==> src/rtl/multicycle_controller.sv <==
// Multicycle MIPS controller. This is a Moore FSM that steps each instruction through
// fetch/decode/execute/memory/writeback. It adds a memory ready handshake,
// optional BNE, overflow-suppressed writeback and illegal-opcode trapping.
//
// state  | meaning
// -------+-----------------------------------------------
// 0  FETCH  | read instruction at PC, PC <= PC+4 on ready
// 1  DECODE | branch target into ALUOut, dispatch on opcode
// 2  MEMADR | effective address for lw/sw
// 3  MEMRD  | data read, wait for mem_ready
// 4  MEMWB  | MDR -> rt
// 5  MEMWR  | data write, wait for mem_ready
// 6  EXEC   | R-type ALU op, capture overflow
// 7  ALUWB  | ALUOut -> rd unless overflow trapped
// 8  BRANCH | compare, conditional PC <= ALUOut
// 9  ADDIEX | regA + imm, capture overflow
// 10 ADDIWB | ALUOut -> rt unless overflow trapped
// 11 JUMP   | PC <= jump target
// 12 TRAP   | illegal instruction pulse
module multicycle_controller #(
  parameter int ALUCTRL_W   = 4,
  parameter bit ENABLE_BNE  = 1'b1,
  parameter bit TRAP_ON_OVF = 1'b1
) (
  input  logic                 clk,
  input  logic                 rst_n,
  input  logic [5:0]           opcode,
  input  logic [5:0]           funct,
  input  logic                 zero,
  input  logic                 overflow,
  input  logic                 mem_ready,
  output logic                 iord,
  output logic                 mem_re,
  output logic                 mem_we,
  output logic                 ir_we,
  output logic                 pc_we,
  output logic                 reg_we,
  output logic                 reg_dst,
  output logic                 mem_to_reg,
  output logic                 alu_src_a,
  output logic [1:0]           alu_src_b,
  output logic [1:0]           pc_src,
  output logic [ALUCTRL_W-1:0] alu_control,
  output logic                 illegal,
  output logic                 ovf_trap,
  output logic [3:0]           state_o
);

  typedef enum logic [3:0] {
    S_FETCH  = 4'd0,  S_DECODE = 4'd1,  S_MEMADR = 4'd2,  S_MEMRD  = 4'd3,
    S_MEMWB  = 4'd4,  S_MEMWR  = 4'd5,  S_EXEC   = 4'd6,  S_ALUWB  = 4'd7,
    S_BRANCH = 4'd8,  S_ADDIEX = 4'd9,  S_ADDIWB = 4'd10, S_JUMP   = 4'd11,
    S_TRAP   = 4'd12
  } state_t;

  localparam logic [5:0] OP_RTYPE = 6'b000000, OP_LW   = 6'b100011, OP_SW = 6'b101011,
                         OP_BEQ   = 6'b000100, OP_BNE  = 6'b000101, OP_ADDI = 6'b001000,
                         OP_J     = 6'b000010;
  localparam logic [5:0] F_ADD = 6'b100000, F_SUB = 6'b100010;
  localparam logic [3:0] ALU_AND = 4'b0000, ALU_OR = 4'b0001, ALU_ADD = 4'b0010,
                         ALU_SUB = 4'b0110, ALU_SLT = 4'b0111, ALU_NOR = 4'b1100;

  state_t     state, state_nxt;
  logic       ovf_q;
  logic       funct_ok;
  logic [3:0] funct_alu;
  logic [3:0] alu_op;
  logic       mem_re_d, mem_we_d, ir_we_d, pc_we_d, reg_we_d, illegal_d, ovf_trap_d;

  // R-type funct decode: supported flag and ALU operation
  always_comb begin
    funct_ok  = 1'b1;
    funct_alu = ALU_ADD;
    case (funct)
      6'b100000, 6'b100001: funct_alu = ALU_ADD;
      6'b100010, 6'b100011: funct_alu = ALU_SUB;
      6'b100100:            funct_alu = ALU_AND;
      6'b100101:            funct_alu = ALU_OR;
      6'b100111:            funct_alu = ALU_NOR;
      6'b101010:            funct_alu = ALU_SLT;
      default:              funct_ok  = 1'b0;
    endcase
  end

  // Next-state selection
  always_comb begin
    state_nxt = S_FETCH;
    case (state)
      S_FETCH:  state_nxt = mem_ready ? S_DECODE : S_FETCH;
      S_DECODE: begin
        case (opcode)
          OP_RTYPE:      state_nxt = funct_ok ? S_EXEC : S_TRAP;
          OP_LW, OP_SW:  state_nxt = S_MEMADR;
          OP_BEQ:        state_nxt = S_BRANCH;
          OP_BNE:        state_nxt = ENABLE_BNE ? S_BRANCH : S_TRAP;
          OP_ADDI:       state_nxt = S_ADDIEX;
          OP_J:          state_nxt = S_JUMP;
          default:       state_nxt = S_TRAP;
        endcase
      end
      S_MEMADR: state_nxt = (opcode == OP_LW) ? S_MEMRD : S_MEMWR;
      S_MEMRD:  state_nxt = mem_ready ? S_MEMWB : S_MEMRD;
      S_MEMWR:  state_nxt = mem_ready ? S_FETCH : S_MEMWR;
      S_EXEC:   state_nxt = S_ALUWB;
      S_ADDIEX: state_nxt = S_ADDIWB;
      default:  state_nxt = S_FETCH;
    endcase
  end

  // State register and captured overflow flag for the writeback cycle
  always_ff @(posedge clk or negedge rst_n) begin
    if (!rst_n) begin
      state <= S_FETCH;
      ovf_q <= 1'b0;
    end else begin
      state <= state_nxt;
      if (state == S_EXEC)
        ovf_q <= overflow & TRAP_ON_OVF & ((funct == F_ADD) | (funct == F_SUB));
      else if (state == S_ADDIEX)
        ovf_q <= overflow & TRAP_ON_OVF;
      else if (state_nxt == S_FETCH)
        ovf_q <= 1'b0;
    end
  end

  // Moore output decode (plus the mem_ready/zero qualifiers)
  always_comb begin
    iord       = 1'b0;
    mem_re_d   = 1'b0;
    mem_we_d   = 1'b0;
    ir_we_d    = 1'b0;
    pc_we_d    = 1'b0;
    reg_we_d   = 1'b0;
    reg_dst    = 1'b0;
    mem_to_reg = 1'b0;
    alu_src_a  = 1'b0;
    alu_src_b  = 2'b00;
    pc_src     = 2'b00;
    alu_op     = ALU_ADD;
    illegal_d  = 1'b0;
    ovf_trap_d = 1'b0;
    case (state)
      S_FETCH: begin
        mem_re_d  = 1'b1;
        alu_src_b = 2'b01;
        ir_we_d   = mem_ready;
        pc_we_d   = mem_ready;
      end
      S_DECODE: alu_src_b = 2'b11;
      S_MEMADR: begin
        alu_src_a = 1'b1;
        alu_src_b = 2'b10;
      end
      S_MEMRD: begin
        iord     = 1'b1;
        mem_re_d = 1'b1;
      end
      S_MEMWB: begin
        reg_we_d   = 1'b1;
        mem_to_reg = 1'b1;
      end
      S_MEMWR: begin
        iord     = 1'b1;
        mem_we_d = 1'b1;
      end
      S_EXEC: begin
        alu_src_a = 1'b1;
        alu_op    = funct_alu;
      end
      S_ALUWB: begin
        reg_dst    = 1'b1;
        reg_we_d   = ~ovf_q;
        ovf_trap_d = ovf_q;
      end
      S_BRANCH: begin
        alu_src_a = 1'b1;
        alu_op    = ALU_SUB;
        pc_src    = 2'b01;
        pc_we_d   = (opcode == OP_BNE) ? ~zero : zero;
      end
      S_ADDIEX: begin
        alu_src_a = 1'b1;
        alu_src_b = 2'b10;
      end
      S_ADDIWB: begin
        reg_we_d   = ~ovf_q;
        ovf_trap_d = ovf_q;
      end
      S_JUMP: begin
        pc_src  = 2'b10;
        pc_we_d = 1'b1;
      end
      S_TRAP:  illegal_d = 1'b1;
      default: ;
    endcase
  end

  // Reset holds state in FETCH, so the enables must be squashed separately
  assign mem_re      = mem_re_d   & rst_n;
  assign mem_we      = mem_we_d   & rst_n;
  assign ir_we       = ir_we_d    & rst_n;
  assign pc_we       = pc_we_d    & rst_n;
  assign reg_we      = reg_we_d   & rst_n;
  assign illegal     = illegal_d  & rst_n;
  assign ovf_trap    = ovf_trap_d & rst_n;
  assign alu_control = ALUCTRL_W'(alu_op);
  assign state_o     = state;

endmodule
==> config.mk <==
export PLATFORM = sky130hd
export DESIGN_NAME = multicycle_controller
export DESIGN_NICKNAME = d
export VERILOG_FILES = /design/src/rtl/multicycle_controller.sv
export SDC_FILE = /design/constraint.sdc
export NUM_CORES = 1
export LEC_CHECK = 0
export BUFFER_PORTS_ARGS = -buffer_cell sky130_fd_sc_hd__buf_2
export CORE_AREA = 4 4 61 63
export CTS_CLUSTER_DIAMETER = 60
export DETAILED_ROUTE_END_ITERATION = 10
export DIE_AREA = 0 0 65 67
export GPL_TIMING_DRIVEN = 0
export PLACE_DENSITY = 0.47
export SLEW_MARGIN = 20
export SYNTH_ARGS = -nofsm -noshare
export SYNTH_HDL_FRONTEND = slang
export SYNTH_SLANG_ARGS = --single-unit
export TNS_END_PERCENT = 100
==> constraint.sdc <==
create_clock -name clk -period 2.73 [get_ports clk]
set_input_delay 0.1365 -clock clk [delete_from_list [all_inputs] [get_ports clk]]
set_output_delay 0.1365 -clock clk [all_outputs]
set_load 0.02 [all_outputs]
==> results of run 1 <==
-- final cells by class --
| cell class | instances | area (sq um) | share of cell area, % |
|---|---|---|---|
| multi-input combinational | 99 | 597 | 56.7 |
| timing repair buffer | 40 | 205 | 19.5 |
| sequential | 5 | 125 | 11.9 |
| tap | 46 | 57.6 | 5.47 |
| clock buffer | 4 | 26.3 | 2.50 |
| inverter | 6 | 22.5 | 2.14 |
| buffer | 5 | 18.8 | 1.78 |
-- stage by stage --
step                      hold slack [ns]  setup WS (ns)  utilization [%]
after floorplan                    -0.159          0.922                -
after global placement            0.00162          0.772             31.4
after detailed placement           0.0108          0.755             31.4
after CTS                           0.260          0.484             32.6
after global routing                0.262          0.285             32.6
final                               0.252          0.492             32.6
-- path summary, 6_finish.rpt --
kind | slack [ns] | startpoint | to
worst max-delay path | 0.49 | state_o[0]$_DFF_PN0_ | alu_control[2]
max in group asynchronous | 2.24 | rst_n | state_o[0]$_DFF_PN0_
worst min-delay path | 0.25 | overflow | ovf_q$_DFFE_PN0P_
worst min register to register | 0.71 | ovf_q$_DFFE_PN0P_ | ovf_q$_DFFE_PN0P_
worst max register to register | 0.74 | state_o[2]$_DFF_PN0_ | ovf_q$_DFFE_PN0P_
min in group asynchronous | 0.29 | rst_n | state_o[2]$_DFF_PN0_
-- registers in the layout, indices dropped and copies added, names as in the netlist --
name and cells:
state_o 4, ovf_q 1
-- metal layers --
layer  vias up  routed length [microns]  track usage (%)
met3         2                      158             1.69
met1       463                     1280             17.4
met5         -                        0                0
met4         0                        8             4.75
met2        38                     1200             20.6
li1        512                        -                -
-- synthesized netlist by cell type, types with 2 or more instances --
library cell / number / area, sq um
nor3b_1: 2 / 15.0
and4_1: 2 / 17.5
and3_1: 2 / 12.5
nand2_1: 12 / 45.0
nor3_1: 5 / 25.0
a31oi_1: 3 / 18.8
a21oi_1: 8 / 40.0
nor2b_1: 5 / 31.3
or3_1: 5 / 31.3
inv_1: 5 / 18.8
or2_2: 3 / 18.8
xor2_1: 2 / 17.5
o21ai_0: 4 / 20.0
nand3_1: 4 / 20.0
nor4_1: 2 / 12.5
nor2_1: 11 / 41.3
clkbuf_1: 5 / 18.8
nand2b_1: 9 / 56.3
dfrtp_1: 5 / 125
-- timing repair --
| item | CTS | global route |
|---|---|---|
| hold buffers | 1 | 0 |
| endpoints found under the setup margin | 0 | 0 |
| gates resized for setup | 0 | 0 |
| hold endpoints to repair | 5 | 0 |
-- critical path: cells and delay by family, from the launching register on --
kind | cells | cell delay, ns
simple gates | 4 | 0.93
flops | 1 | 0.40
buf+inv | 2 | 0.40
compound gates | 1 | 0.13
-- cells by family after synthesis --
logic type	count (synthesis)	synth area share, %
AO/OA/AOI/OAI	27	24.4
XOR/XNOR	2	2.30
buffers and inverters	11	5.41
flip-flops	5	16.4
multiplexers	1	1.31
AND/OR/NAND/NOR	69	50.2
-- where the power goes --
group / switching, mW / internal [mW] / total [mW]
sequential: 0.0240 / 0.100 / 0.124
combinational: 0.399 / 0.213 / 0.613
clock: 0.0308 / 0.0553 / 0.0861
total: 0.454 / 0.369 / 0.823
==> summary.md, run 1 <==
| Metric | Value |
|---|---|
| Num CTS Buffers | 3 |
| RSZ-0062 raised after global routing | no |
| I/O pin count | 40 |
| Core Region | 3230 sq um |
| CP Capture Type | output port |
| Clock Pin Slew Worst Setup and Hold Paths | 0.04 ns |
| Number of remaining DRC errors | 0 |
| H-tree depth | 1 |
| Max-cap violations | 0 |
| Pwr Total | 823 uW |
| Required @ worst endpoint | 2.59 ns |
| Crit Path Category | reg2out |
| Vias in the first global route | 973 |
| Post-route setup TNS | 0 ns |
| 1st-iter DRT viols | 58 |
| Worst-margin pin slew | 0.460 ns |
| Final Skew | 0.000155 ns |
| Syn-to-layout area delta | 37.9% |
| Reg2reg path depth | 6 |
| Register area share after synthesis | 16.4% |
| Final slew viol count | 0 |
| Arrival time at the worst endpoint | 2.10 ns |
| Post-route design area | 1050 sq um |
| Most common cell after layout, fill and taps aside | buf_2 |
| CP dominant cell by count | nand2_1 |
| CP max stage delay | 0.43 ns |
| Clock root cell | clkbuf_4 |
| Starting density of the core | 23.6% |
| LEAKAGE | 0.493 nW |
| Post-Syn Area | 763 sq um |
| Die Width | 65 microns |
| Run status | finished clean |
| CTS max path bufs | 2 |
| CTS tree | yes |
| Hold WC Path Type | in2reg |
| Count of cell types in the netlist | 40 |
| Power Density | 782 nW/um^2 |
| DP HPWL | 2160 microns |
| Initial antenna violation count | 0 |
| Vias per cell | 4.95 |
| Total gr overflow | 0 |
| Via count | 1,015 |
| All-Layer GR Usage | 12.8% |
| Largest net degree at the start of global routing | 13 |
| Cells after synthesis | 115 |
| Post-synth net total | 132 |
| Yosys reg bits | 5 |
| Die area | 4360 sq um |
| Die Ht | 67 microns |
| Avg Cell Area, Syn | 6.64 sq um |
| CP max stage cell | nor2b_1 |
| Setup repair bufs after CTS | 0 |
| ANT cells | 0 |
| Hold Path Depth | 3 |
| Share of cells above drive strength 1 | 30.2% |
| Fin nets | 177 |
| Worst-path maximum fanout | 10 |
| Hold Violations, Final | 0 |
| Top FF cell, synth | dfrtp_1 |
| Routed Antenna Nets | 0 |
| DP Area | 1020 sq um |
| GP Congestion | 0.883 |
| Post-synth EDFFs | 0 |
| First-pass GRT wire length | 4370 microns |
| Worst IR drop on VDD | 0.000146 V |
| Placed insts | 200 |
| Site Rows | 21 |
| FILL cells | 370 |
| Non-filler cells, final | 205 |
| Final Cycle Share | 82.0% |
| Rel. slew slack | 69.3% |
| DRT Wirelength | 2650 microns |
| Synth Warn # | 0 |
| Fmax | 447 MHz |
| Asr flop ratio synth | 100% |
| CP cell instances | clkbuf_1 -> nor2b_1 -> nand2_1 -> nor2_1 -> nand2_1 -> o22ai_1 -> buf_2 |
| Crit start category | register |
| Clock latency on the worst-skew pair | 0.24 ns |
| Commonest cells after routing, fill and taps aside | buf_2, nand2_1, nor2_1 |
| Port-buffer cells | 39 |
| Avg WL per Cell | 12.9 microns |
| Final min period | 2.24 ns |
| Clock Sinks | 5 |
| 1st-pass router iterations | 4 |
| # setup viols final | 0 |
Power figures use the tool's default switching activity.
==> run 2, diff against run 1 <==
--- a/config.mk
+++ b/config.mk
@@ -11,7 +11,7 @@
 export DETAILED_ROUTE_END_ITERATION = 10
 export DIE_AREA = 0 0 65 67
 export GPL_TIMING_DRIVEN = 0
-export PLACE_DENSITY = 0.47
+export PLACE_DENSITY = 0.49
 export SLEW_MARGIN = 20
 export SYNTH_ARGS = -nofsm -noshare
 export SYNTH_HDL_FRONTEND = slang
==> constraint.sdc (replaced) <==
create_clock -name clk -period 1.9 [get_ports clk]
set_input_delay 0.095 -clock clk [delete_from_list [all_inputs] [get_ports clk]]
set_output_delay 0.095 -clock clk [all_outputs]
set_load 0.02 [all_outputs]
==> run 2 against run 1 <==
  * Utilization increased by 0.54 points
  * First-iteration DRC count is 5.2% lower
  * Register-to-register slack worse by 0.58 ns
  * Sequential share of layout area grew 0.27 points
  * Critical endpoint is now pc_we
  * Worst setup slack lost 0.34 ns
  * Hold slack got worse by 0.018 ns
  * Critical path type unchanged
  * Die area stayed put
  * Largest cell class unchanged
==> summary.md, run 2 (synthesis results as in run 1) <==
| Metric | Value |
|---|---|
| Worst R2R End | ovf_q$_DFFE_PN0P_ (unchanged) |
| Clock Pin Slew Worst Setup and Hold Paths | 0.04 ns (about the same) |
| Largest net degree at the start of global routing | 15 (was 13) |
| Clock root cell | clkbuf_4 (unchanged) |
| All-Layer GR Usage | 12.2% (was 12.8%) |
| Worst r2r src | state_o[0]$_DFF_PN0_ (was state_o[2]$_DFF_PN0_) |
| Die Ht | 67 microns (unchanged) |
| Clock latency on the worst-skew pair | 0.24 ns (about the same) |
| Routed Antenna Nets | 0 (unchanged) |
| Port-buffer cells | 39 (unchanged) |
| 1st-pass router iterations | 4 (unchanged) |
| Fmax | 572 MHz |
| Power Density | 1130 nW/um^2 (was 782 nW/um^2) |
| Commonest cells after routing, fill and taps aside | buf_2, nand2_1, nor2_1 (unchanged) |
| CP max stage delay | 0.44 ns (was 0.43 ns) |
| DRT Wirelength | 2520 microns (was 2650 microns) |
| Syn-to-layout area delta | 40.2% (was 37.9%) |
| Arrival time at the worst endpoint | 1.65 ns (was 2.10 ns) |
| Starting density of the core | 23.6% (unchanged) |
| Pwr Total | 1.20 mW (was 823 uW) |
| Largest register FFs | 4 (unchanged) |
| Hold WC Path Type | in2async (was in2reg) |
| RSZ-0062 raised after global routing | no (unchanged) |
| Rel. slew slack | 71.9% (was 69.3%) |
| GP Congestion | 0.810 (was 0.883) |
| Final Skew | 0.00332 ns (was 0.000155 ns) |
| Final min period | 1.75 ns |
| Number of remaining DRC errors | 0 (unchanged) |
| Via count | 1,007 (was 1,015) |
| H-tree depth | 1 (unchanged) |
| Most common cell after layout, fill and taps aside | buf_2 (unchanged) |
| 1st-iter DRT viols | 55 (was 58) |
| First-pass GRT wire length | 4250 microns (was 4370 microns) |
| Num CTS Buffers | 3 (unchanged) |
| Total gr overflow | 0 (unchanged) |
| R2R setup slack | 0.16 ns (was 0.74 ns) |
| Final Cycle Share | 92.1% |
| Clock Sinks | 5 (unchanged) |
| Worst-path maximum fanout | 10 (unchanged) |
| Max-cap violations | 0 (unchanged) |
| Worst-margin pin slew | 0.418 ns (was 0.460 ns) |
| Final slew viol count | 0 (unchanged) |
| Die area | 4360 sq um (unchanged) |
| LEAKAGE | 0.492 nW (was 0.493 nW) |
| Avg WL per Cell | 12.5 microns (was 12.9 microns) |
| Hold WS | 0.233 ns (was 0.252 ns) |
| Core Region | 3230 sq um (unchanged) |
| Worst IR drop on VDD | 0.000184 V (was 0.000146 V) |
| Crit start category | register (unchanged) |
| Vias per cell | 4.99 (was 4.95) |
| Site Rows | 21 (unchanged) |
| # setup viols final | 0 (unchanged) |
| CP cell instances | clkbuf_4 -> or2_4 -> a21oi_2 -> o21ai_0 -> a21oi_1 -> buf_2 (was clkbuf_1 -> nor2b_1 -> nand2_1 -> nor2_1 -> nand2_1 -> o22ai_1 -> buf_2) |
| CTS tree | yes (unchanged) |
| Die Width | 65 microns (unchanged) |
| CP Capture Type | output port (unchanged) |
| Reg2reg path depth | 5 (was 6) |
| CTS max path bufs | 2 (unchanged) |
| Vias in the first global route | 902 (was 973) |
| Post-route design area | 1070 sq um (was 1050 sq um) |
| Crit Path Category | reg2out (unchanged) |
| Initial antenna violation count | 0 (unchanged) |
| Required @ worst endpoint | 1.80 ns (was 2.59 ns) |
| Setup repair bufs after CTS | 0 (unchanged) |
| I/O pin count | 40 (unchanged) |
| ANT cells | 0 (unchanged) |
| DP Area | 1020 sq um (unchanged) |
| Fin nets | 174 (was 177) |
| Run status | finished clean (unchanged) |
| CP max stage cell | dfrtp_2 (was nor2b_1) |
| Hold Violations, Final | 0 (unchanged) |
| DP HPWL | 2070 microns (was 2160 microns) |
| Share of cells above drive strength 1 | 37.2% (was 30.2%) |
## run 2: changes by cell type in the layout (fill, tap and decap cells not counted), sizes merged
cell,delta
clkbuf,-3
## run 2: worst max path at each step
stage | start | end | slack (ns) | cells after the start
final | state_o[1]$_DFF_PN0_ | pc_we | 0.15 | 6
after global routing | state_o[0]$_DFF_PN0_ | alu_control[2] | 0.0007 | 6
after detailed placement | state_o[0]$_DFF_PN0_ | ovf_q$_DFFE_PN0P_ | -0.006 | 6
after global placement | state_o[0]$_DFF_PN0_ | ovf_q$_DFFE_PN0P_ | -0.05 | 6
after CTS | state_o[1]$_DFF_PN0_ | pc_we | 0.004 | 6
after floorplan | state_o[0]$_DFF_PN0_ | ovf_q$_DFFE_PN0P_ | 0.09 | 6
## run 2: final cells by class
type / instances / area (sq um)
fill: 356 / 2160
tap: 46 / 57.6
clock buffer: 4 / 26.3
buffer: 2 / 12.5
inverter: 6 / 22.5
timing repair buffer: 40 / 205
sequential: 5 / 130
multi-input combinational: 99 / 616
## run 2: report_power, final
group / internal, mW / switching, mW
clock: 0.0794 / 0.0445
combinational: 0.324 / 0.507
sequential: 0.150 / 0.0999
## run 2: repair_timing
item	CTS	global route
setup endpoints to repair	7	9
endpoints found under the hold margin	5	0
hold buffers	1	0
resized for setup	4	10
## run 2: critical path, delay by kind of cell (launching register included)
kind | cells | cell delay, ns
buffers and inverters | 2 | 0.37
flip-flops | 1 | 0.44
AND/OR/NAND/NOR | 1 | 0.27
AO/OA/AOI/OAI | 3 | 0.33
## run 2: stage by stage
step	utilization, %	std cells	TNS (ns)	setup slack, ns
after global routing	33.1	202	0	0.000725
after CTS	32.6	202	0	0.00404
after floorplan	-	115	0	0.0923
final	33.1	202	0	0.150
after detailed placement	31.4	200	-0.00575	-0.00575
after global placement	31.4	200	-0.0520	-0.0457
## run 2: layer usage
metal	up-vias	track usage, %	share of wire [%]
met5	-	0	0
met4	0	3.17	0.76
met3	3	2.36	8.8
met1	459	17.0	46
met2	43	19.0	44
li1	502	-	-
==> run 3, diff against run 2 <==
--- a/config.mk
+++ b/config.mk
@@ -5,8 +5,10 @@
 export SDC_FILE = /design/constraint.sdc
 export NUM_CORES = 1
 export LEC_CHECK = 0
+export ABC_AREA = 0
 export BUFFER_PORTS_ARGS = -buffer_cell sky130_fd_sc_hd__buf_2
 export CORE_AREA = 4 4 61 63
+export CTS_BUF_LIST = sky130_fd_sc_hd__clkbuf_8
 export CTS_CLUSTER_DIAMETER = 60
 export DETAILED_ROUTE_END_ITERATION = 10
 export DIE_AREA = 0 0 65 67
==> run 3 against run 2 <==
  * Register-to-register slack about the same
  * Global-route usage about the same
  * First-iteration DRC count decreased by 15%
  * Critical endpoint is now ovf_trap
  * Die area unchanged
  * Hold slack improved by 0.029 ns
  * Cell area increased by 2.5%
  * Largest power group unchanged
  * Flip-flop and latch count unchanged
==> summary.md, run 3 (synthesis results as in run 1) <==
| Metric | Value |
|---|---|
| Site Rows | 21 (unchanged) |
| Final Cycle Share | 91.6% (was 92.1%) |
| Vias in the first global route | 901 (was 902) |
| Post-route design area | 1100 sq um (was 1070 sq um) |
| DRT Wirelength | 2540 microns (was 2520 microns) |
| Area of the multi-input gates | 621 sq um (was 616 sq um) |
| Routed Antenna Nets | 0 (unchanged) |
| Final slew viol count | 0 (unchanged) |
| Final Skew | 0.00187 ns (was 0.00332 ns) |
| Clock root cell | clkbuf_8 (was clkbuf_4) |
| Worst-path maximum fanout | 10 (unchanged) |
| Max-cap violations | 0 (unchanged) |
| Seq pwr share | 17.8% (was 20.7%) |
| Worst IR drop on VDD | 0.000291 V (was 0.000184 V) |
| Commonest cells after routing, fill and taps aside | buf_2, nand2_1, nor2_1 (unchanged) |
| Die Width | 65 microns (unchanged) |
| First-pass GRT wire length | 4240 microns (was 4250 microns) |
| P_int | 620 uW (was 553 uW) |
| CTS max path bufs | 2 (unchanged) |
| Starting density of the core | 23.6% (unchanged) |
| Largest register FFs | 4 (unchanged) |
| Initial antenna violation count | 0 (unchanged) |
| LEAKAGE | 0.509 nW (was 0.492 nW) |
| Setup repair bufs after CTS | 0 (unchanged) |
| Clock latency on the worst-skew pair | 0.22 ns (was 0.24 ns) |
| Hold Violations, Final | 0 (unchanged) |
| 1st-pass router iterations | 4 (unchanged) |
| I/O pin count | 40 (unchanged) |
| Run status | finished clean (unchanged) |
| Syn-to-layout area delta | 43.6% (was 40.2%) |
| DP HPWL | 2070 microns (unchanged) |
| Vias per cell | 4.85 (was 4.99) |
| Most common cell after layout, fill and taps aside | buf_2 (unchanged) |
| Hold WC Path Type | in2async (unchanged) |
| Rel. slew slack | 71.9% (about the same) |
| DP Area | 1020 sq um (unchanged) |
| Num CTS Buffers | 3 (unchanged) |
| Total gr overflow | 0 (unchanged) |
| # setup viols final | 0 (unchanged) |
| Arrival time at the worst endpoint | 1.65 ns (about the same) |
| CP Capture Type | output port (unchanged) |
| Register area | 129 sq um (was 130 sq um) |
| Number of remaining DRC errors | 0 (unchanged) |
| Power Density | 1170 nW/um^2 (was 1130 nW/um^2) |
| Sw Pwr | 660 uW (was 651 uW) |
| Share of cells above drive strength 1 | 36.3% (was 37.2%) |
| Required @ worst endpoint | 1.80 ns (about the same) |
| Crit Path Category | reg2out (unchanged) |
| FILL cells | 358 (was 356) |
| Fmax | 575 MHz (was 572 MHz) |
| RSZ-0062 raised after global routing | no (unchanged) |
| Die area | 4360 sq um (unchanged) |
| Clk network pwr share | 14.6% (was 10.3%) |
| Worst-margin pin slew | 0.418 ns (about the same) |
| GP Congestion | 0.810 (unchanged) |
| 1st-iter DRT viols | 47 (was 55) |
| Pwr Total | 1.28 mW (was 1.20 mW) |
| Largest net degree at the start of global routing | 15 (unchanged) |
| Final min period | 1.74 ns (was 1.75 ns) |
| Crit start category | register (unchanged) |
| Sw Share | 51.6% (was 54.1%) |
| Fin nets | 175 (was 174) |
| Clock Sinks | 5 (unchanged) |
| Core Region | 3230 sq um (unchanged) |
| Die Ht | 67 microns (unchanged) |
| Via count | 985 (was 1,007) |
| Avg WL per Cell | 12.5 microns (about the same) |
| Port-buffer cells | 39 (unchanged) |
| All-Layer GR Usage | 12.2% (about the same) |
| ANT cells | 0 (unchanged) |
| CTS tree | yes (unchanged) |
| Clock Pin Slew Worst Setup and Hold Paths | 0.04 ns (about the same) |
| H-tree depth | 1 (unchanged) |
| Logic pwr share | 67.7% (was 69.0%) |
-- run 3: cell count changes in the layout (fill, tap and decap cells not counted), sizes merged --
cell,before,now
buf,39,40
clkbuf,6,5
inv,6,7
-- run 3: final cells by class --
type,instances,share of cell area (%)
multi-input combinational,99,56.6
timing repair buffer,40,18.7
sequential,5,11.8
tap,46,5.25
clock buffer,3,3.77
inverter,6,2.05
buffer,3,1.48
clock inverter,1,0.342
-- run 3: routing by layer --
metal	wire (microns)	up-vias	GRT usage, %
met2	1170	32	18.9
met3	198	0	2.36
met5	0	-	0
met1	1170	449	17.2
met4	0	0	3.17
li1	-	504	-
-- run 3: through the flow --
step                      setup slack (ns)  util, %  hold WS, ns  setup TNS [ns]  cells
after floorplan                     0.0923        -       -0.201               0    115
after global placement             -0.0457     31.4      -0.0444         -0.0520    200
after detailed placement          -0.00575     31.4      -0.0440        -0.00575    200
after CTS                          0.00622     33.2        0.260               0    203
after global routing                0.0218     33.9        0.283               0    203
final                                0.160     33.9        0.263               0    203
-- run 3: what timing repair did --
item,4_1_cts,5_1_grt
setup endpoints to repair,6,7
gates resized for setup,3,13
hold endpoints to repair,5,0
hold buffers,1,0
-- run 3: worst max-delay path, stage by stage (launching register included) --
cell and delay, ns:
dfrtp_1 0.37, buf_2 0.25, inv_2 0.12, or3_1 0.35, a21oi_1 0.15, buf_2 0.19
-- run 3: power groups by stage --
stage / registers (mW) / logic [mW] / clock network (mW)
after CTS: 0.218 / 0.838 / 0.191
after floorplan: 0.212 / 0.566 / 0
after global placement: 0.183 / 0.870 / 0
final: 0.227 / 0.866 / 0.186
after global routing: 0.238 / 0.953 / 0.200
after detailed placement: 0.183 / 0.867 / 0
-- run 3: worst paths after layout --
| kind | to | from | cells past startpoint | slack, ns |
|---|---|---|---|---|
| worst max-delay path | ovf_trap | state_o[3]$_DFF_PN0_ | 5 | 0.16 |
| worst min-delay path | ovf_q$_DFFE_PN0P_ | rst_n | 2 | 0.26 |
| worst max register to register | ovf_q$_DFFE_PN0P_ | state_o[0]$_DFF_PN0_ | 5 | 0.16 |
| worst min register to register | state_o[0]$_DFF_PN0_ | state_o[2]$_DFF_PN0_ | 2 | 0.71 |
| max in group asynchronous | state_o[2]$_DFF_PN0_ | rst_n | 2 | 1.44 |
| min in group clk | ovf_q$_DFFE_PN0P_ | overflow | 3 | 0.27 |
